===== config.mk =====
export PLATFORM = sky130hd
export DESIGN_NAME = ccm_sequencer
export DESIGN_NICKNAME = d
export VERILOG_FILES = /design/src/rtl/ccm_pkg.sv /design/src/rtl/ccm_sequencer_dot3.sv /design/src/rtl/ccm_sequencer.sv
export SDC_FILE = /design/constraint.sdc
export NUM_CORES = 1
export LEC_CHECK = 0
export ABC_AREA = 1
export CAP_MARGIN = 20
export CORE_MARGIN = 1.5
export CORE_UTILIZATION = 65
export CTS_CLUSTER_DIAMETER = 150
export DETAILED_ROUTE_END_ITERATION = 6
export GPL_TIMING_DRIVEN = 0
export PLACE_DENSITY_LB_ADDON = 0.1
export SLEW_MARGIN = 10
export SYNTH_ARGS = -nofsm -noshare
export SYNTH_HDL_FRONTEND = slang
export SYNTH_HIERARCHICAL = 1
export SYNTH_SLANG_ARGS = --single-unit

===== constraint.sdc =====
create_clock -name clk -period 16.4 [get_ports clk]
set_input_delay 2.46 -clock clk [delete_from_list [all_inputs] [get_ports clk]]
set_output_delay 2.46 -clock clk [all_outputs]
set_load 0.01 [all_outputs]

===== src/rtl/ccm_pkg.sv =====
// ccm_pkg: shared state encoding and coefficient map for the colour-correction sequencer.
`default_nettype none

package ccm_pkg;

   typedef enum logic [2:0] {
      S_IDLE = 3'd0,
      S_ROW0 = 3'd1,
      S_ROW1 = 3'd2,
      S_ROW2 = 3'd3,
      S_OUT  = 3'd4
   } state_t;

   localparam int NUM_COEFS = 9;

   // Row-major matrix layout: addr = 3*row + col.
   localparam logic [3:0] ADDR_RR = 4'd0;
   localparam logic [3:0] ADDR_RG = 4'd1;
   localparam logic [3:0] ADDR_RB = 4'd2;
   localparam logic [3:0] ADDR_GR = 4'd3;
   localparam logic [3:0] ADDR_GG = 4'd4;
   localparam logic [3:0] ADDR_GB = 4'd5;
   localparam logic [3:0] ADDR_BR = 4'd6;
   localparam logic [3:0] ADDR_BG = 4'd7;
   localparam logic [3:0] ADDR_BB = 4'd8;

   function automatic logic is_diag(input int idx);
      return (idx == int'(ADDR_RR)) || (idx == int'(ADDR_GG)) || (idx == int'(ADDR_BB));
   endfunction

endpackage

`default_nettype wire


===== src/rtl/ccm_sequencer_dot3.sv =====
// ccm_sequencer_dot3: combinational 3-term dot product with per-operand signedness.
`default_nettype none

module ccm_sequencer_dot3 #(
   parameter int A_DATA_WIDTH = 8,
   parameter int B_DATA_WIDTH = 9,
   parameter int A_SIGNED     = 0,
   parameter int B_SIGNED     = 1
) (
   input  logic [2:0][A_DATA_WIDTH-1:0]               i_a,
   input  logic [2:0][B_DATA_WIDTH-1:0]               i_b,
   output logic signed [A_DATA_WIDTH+B_DATA_WIDTH+1:0] o_sum
);

   localparam int SW = A_DATA_WIDTH + B_DATA_WIDTH + 2;

   logic signed [A_DATA_WIDTH:0] w_ae [3];
   logic signed [B_DATA_WIDTH:0] w_be [3];
   logic signed [SW-1:0]         w_p  [3];

   genvar k;
   generate
      for (k = 0; k < 3; k++) begin : g_term
         // One extra bit per operand lets unsigned inputs ride a signed multiplier.
         if (A_SIGNED != 0) begin : g_a_signed
            assign w_ae[k] = {i_a[k][A_DATA_WIDTH-1], i_a[k]};
         end else begin : g_a_unsigned
            assign w_ae[k] = {1'b0, i_a[k]};
         end
         if (B_SIGNED != 0) begin : g_b_signed
            assign w_be[k] = {i_b[k][B_DATA_WIDTH-1], i_b[k]};
         end else begin : g_b_unsigned
            assign w_be[k] = {1'b0, i_b[k]};
         end
         assign w_p[k] = SW'(w_ae[k]) * SW'(w_be[k]);
      end
   endgenerate

   assign o_sum = w_p[0] + w_p[1] + w_p[2];

endmodule

`default_nettype wire


===== src/rtl/ccm_sequencer.sv =====
// ccm_sequencer: 3x3 colour-correction matrix, one shared dot product over three row cycles.
// Optional macro CCM_SEQUENCER_CLAMP_EN saturates results to [0, 2^DATA_WIDTH-1]; otherwise they wrap.
`default_nettype none

module ccm_sequencer
   import ccm_pkg::*;
#(
   parameter int DATA_WIDTH = 8,
   parameter int COEF_WIDTH = 9,
   parameter int COEF_FRAC  = 7
) (
   input  logic                  clk,
   input  logic                  reset,
   input  logic [DATA_WIDTH-1:0] in_r,
   input  logic [DATA_WIDTH-1:0] in_g,
   input  logic [DATA_WIDTH-1:0] in_b,
   input  logic                  in_valid,
   output logic                  in_ready,
   output logic [DATA_WIDTH-1:0] out_r,
   output logic [DATA_WIDTH-1:0] out_g,
   output logic [DATA_WIDTH-1:0] out_b,
   output logic                  out_valid,
   input  logic                  out_ready,
   input  logic                  coef_we,
   input  logic [3:0]            coef_addr,
   input  logic [COEF_WIDTH-1:0] coef_wdata,
   input  logic                  coef_commit,
   output logic                  busy
);

   localparam int SW = DATA_WIDTH + COEF_WIDTH + 2;
   localparam logic signed [SW-1:0]         c_round = SW'(2 ** (COEF_FRAC - 1));
   localparam logic signed [COEF_WIDTH-1:0] c_one   = COEF_WIDTH'(2 ** COEF_FRAC);

   state_t r_state, w_next;
   logic   w_in_ready, w_accept, w_copy;
   logic   r_pending;

   logic [DATA_WIDTH-1:0] r_pix_r, r_pix_g, r_pix_b;
   logic [DATA_WIDTH-1:0] r_out_r, r_out_g, r_out_b;

   logic signed [COEF_WIDTH-1:0] r_shadow [NUM_COEFS];
   logic signed [COEF_WIDTH-1:0] r_active [NUM_COEFS];
   logic signed [COEF_WIDTH-1:0] w_shadow [NUM_COEFS];

   logic [3:0]                  w_base;
   logic [2:0][DATA_WIDTH-1:0]  w_a;
   logic [2:0][COEF_WIDTH-1:0]  w_b;
   logic signed [SW-1:0]        w_sum, w_rnd, w_shift;
   logic [DATA_WIDTH-1:0]       w_res;

   always_ff @(posedge clk or posedge reset) begin
      if (reset) r_state <= S_IDLE;
      else       r_state <= w_next;
   end

   always_comb begin
      w_in_ready = (r_state == S_IDLE) || ((r_state == S_OUT) && out_ready);
      w_accept   = in_valid && w_in_ready;
      w_next     = r_state;
      case (r_state)
         S_IDLE: if (w_accept) w_next = S_ROW0;
         S_ROW0: w_next = S_ROW1;
         S_ROW1: w_next = S_ROW2;
         S_ROW2: w_next = S_OUT;
         S_OUT: begin
            if (w_accept)      w_next = S_ROW0;
            else if (out_ready) w_next = S_IDLE;
         end
         default: w_next = S_IDLE;
      endcase
   end

   assign in_ready  = w_in_ready;
   assign out_valid = (r_state == S_OUT);
   assign busy      = (r_state != S_IDLE);
   assign out_r     = r_out_r;
   assign out_g     = r_out_g;
   assign out_b     = r_out_b;

   always_ff @(posedge clk or posedge reset) begin
      if (reset) begin
         r_pix_r <= '0;
         r_pix_g <= '0;
         r_pix_b <= '0;
      end else if (w_accept) begin
         r_pix_r <= in_r;
         r_pix_g <= in_g;
         r_pix_b <= in_b;
      end
   end

   always_comb begin
      w_base = ADDR_RR;
      case (r_state)
         S_ROW1:  w_base = ADDR_GR;
         S_ROW2:  w_base = ADDR_BR;
         default: w_base = ADDR_RR;
      endcase
      for (int k = 0; k < 3; k++) begin
         w_b[k] = r_active[w_base + 4'(k)];
      end
   end

   assign w_a = {r_pix_b, r_pix_g, r_pix_r};

   ccm_sequencer_dot3 #(
      .A_DATA_WIDTH (DATA_WIDTH),
      .B_DATA_WIDTH (COEF_WIDTH),
      .A_SIGNED     (0),
      .B_SIGNED     (1)
   ) u_dot3 (
      .i_a   (w_a),
      .i_b   (w_b),
      .o_sum (w_sum)
   );

   assign w_rnd   = w_sum + c_round;
   assign w_shift = w_rnd >>> COEF_FRAC;

   always_comb begin
      w_res = w_shift[DATA_WIDTH-1:0];
`ifdef CCM_SEQUENCER_CLAMP_EN
      if (w_shift[SW-1])
         w_res = '0;
      else if (w_shift[SW-2:DATA_WIDTH] != '0)
         w_res = '1;
`endif
   end

   always_ff @(posedge clk or posedge reset) begin
      if (reset) begin
         r_out_r <= '0;
         r_out_g <= '0;
         r_out_b <= '0;
      end else begin
         case (r_state)
            S_ROW0:  r_out_r <= w_res;
            S_ROW1:  r_out_g <= w_res;
            S_ROW2:  r_out_b <= w_res;
            default: ;
         endcase
      end
   end

   // The copy takes the merged shadow so a write on the copy edge is included.
   always_comb begin
      w_shadow = r_shadow;
      if (coef_we && (coef_addr <= ADDR_BB))
         w_shadow[coef_addr] = coef_wdata;
   end

   assign w_copy = r_pending && ((r_state == S_IDLE) || w_accept);

   always_ff @(posedge clk or posedge reset) begin
      if (reset) begin
         r_pending <= 1'b0;
         for (int i = 0; i < NUM_COEFS; i++) begin
            r_shadow[i] <= is_diag(i) ? c_one : '0;
            r_active[i] <= is_diag(i) ? c_one : '0;
         end
      end else begin
         r_shadow <= w_shadow;
         if (w_copy)
            r_active <= w_shadow;
         if (coef_commit)
            r_pending <= 1'b1;
         else if (w_copy)
            r_pending <= 1'b0;
      end
   end

endmodule

`default_nettype wire


==> out/qor.yml <==
outcome:
  status: "finished, final reports clean"
yosys:
  synth_warnings: 6
  avgSynthCellArea_um2: 7.763
  synth_nets: 2710
  synthCells: 2371
  syn_area_um2: 18410
sta:
  fin_crit_sh_pct: 58.94
  finalSetupTns_ps: 0
  skew_ps: 11.67
  period_needed_ps: 9665
  rsz0062_at_grt: "false"
  slew_headroom_pct: 54.33
  fmax_ghz: 0.1035
  worst_pin_slew_ps: 685.1
  report.final.hold_viol_count: 0
  setup_violations: 0
  maxSlewViolCount: 0
worst_setup_path:
  worstRegToRegCells: 37
  worstReg2RegStart: "r_state[0]"
  reg2reg_slack_ps: 6730
  reg2reg_to: "out_g[6]"
  cpMaxStageDelayCell: "fa_1"
  path_class: "reg -> reg"
  worstPathMaxFanout: 10
  max_stage_delay_ps: 560
  path_buf_inv: 9
  required_ps: 16840
  crit_top_cell: "nand2_1"
  crit_family: "adder cells"
  worst_setup_path_end_kind: "register"
  start_kind: "register"
  worstPathArrival_ps: 10110
global_routing:
  busiest_layer: "met2"
  use_met3_pct: 4.165
  grt_max_degree: 122
  antenna_found_initial: 1
  use_met2_pct: 55.90
  grt_pass1_wl_um: 79860
  use_met1_pct: 51.18
  first_global_vias: 15500
  grt.overflow.total: 0
  track_usage_pct: 35.18
die:
  floorplan.initialDensity_pct: 66.07
  die_x_um: 171.3
  dieHeight_um: 171.3
  core_um2: 27860
  num_rows: 61
  num_io_pins: 70
  die_area_um2: 29330
placement:
  gp_congestion: 0.9995
  port_buffers: 69
  dp_hpwl_um: 38850
clocking:
  clk_path_buf_depth: 3
  cts_tree: "yes"
  cts_resized: 0
  numCtsBuffers: 23
  clk_latency_ps: 510
  cts-hold-fix-buffers: 0
  htree_levels: 1
  cts_setup_buffers: 0
  clk_pin_slew_worst_paths_ps: 70
  clkSinkCount: 214
  cts_root_buf: "clkbuf_16"
min_path:
  hold_end: "r_shadow[35]"
  hp-start: "r_shadow[35]"
  min-delay-path-class: "reg -> reg"
  holdPathStages: 2
cells_and_area:
  regArea_um2: 5363
  multi_input_area_um2: 10840
  synthToLayoutAreaGrowth_pct: 10.56
  layout-drive-gt1-share_pct: 6.771
  nNetsFinal: 2805
  fill_cells: 2227
  antennaDiodeCount: 0
run:
  drv_cap: 0
drt:
  detail_route.vias_per_cell: 5.512
  dr.pass1.iters: 6
  drt_iter0_markers: 1363
  drc: 0
  vias: 15760
  wl_per_cell_um: 17.25
  antenna_left: 0
  drt-total-wl_um: 49330
registers in the layout, indices dropped and copies added, names as in the netlist:
signal and cells:
out_r 8, r_active 81, out_g 8, r_pix_r 8, r_shadow 81, r_pending 1, r_state 3, r_pix_g 8
out_b 8, r_pix_b 8
layout by cell type, fill, tap and decap left out, drive strengths merged, types with 24 or more instances in the layout:
cell           instances
clkdlybuf4s50         69
a21oi                 26
inv                  439
clkbuf                91
fa                   145
nand3                255
o21ai                123
nor2                  51
ha                   151
mux2                  24
buf                   55
dfrtp                208
nand2                774
layout make-up:
| cell class | count | share of cell area (%) |
|---|---|---|
| Inverter | 444 | 8.239 |
| Timing Repair Buffer | 70 | 3.529 |
| Buffer | 111 | 2.607 |
| Tap cell | 378 | 2.324 |
| Sequential cell | 214 | 26.35 |
| Clock inverter | 6 | 0.5349 |
| Clock buffer | 34 | 3.130 |
| Multi-Input combinational cell | 1602 | 53.28 |
tightest hold or removal path, delay by kind of cell (launching register included):
family	cells	cell delay (ps)
flip-flops	1	320
AND/OR/NAND/NOR	1	60
AO/OA/AOI/OAI	1	60
metal layers:
| layer | vias to the layer above | wire length (um) |
|---|---|---|
| met1 | 7606 | 21690 |
| li1 | 7388 | - |
| met5 | - | 0 |
| met2 | 659 | 22260 |
| met3 | 105 | 3956 |
| met4 | 0 | 1418 |
per-stage QoR:
| stage | setup WS [ps] | hold slack (ps) | std cells | area (um2) | util, % |
|---|---|---|---|---|---|
| floorplan | 8099 | 443.1 | 2371 | 18410 | - |
| global placement | 5544 | 452.8 | 2818 | 19570 | 70.24 |
| detailed placement | 7013 | 460.9 | 2819 | 19600 | 70.37 |
| CTS | 6926 | 475.4 | 2859 | 20350 | 73.05 |
| global route | 6325 | 504.2 | 2859 | 20350 | 73.05 |
| finish | 6735 | 475.4 | 2859 | 20350 | 73.05 |
worst max-delay path by stage:
| stage | endpoint | from | cells past startpoint | slack (ps) |
|---|---|---|---|---|
| detailed placement | out_r[6] | r_state[0] | 37 | 7010 |
| CTS | out_r[6] | r_state[0] | 37 | 6930 |
| finish | out_g[6] | r_state[0] | 37 | 6730 |
| floorplan | out_b[0] | reset | 1 | 8100 |
| global route | out_b[7] | r_state[0] | 38 | 6320 |
| global placement | r_pix_g[7] | reset | 2 | 5540 |
Power is left out: the tool's default activity adds up to more than one toggle a clock period on the data nets, which glitch-free logic cannot reach.
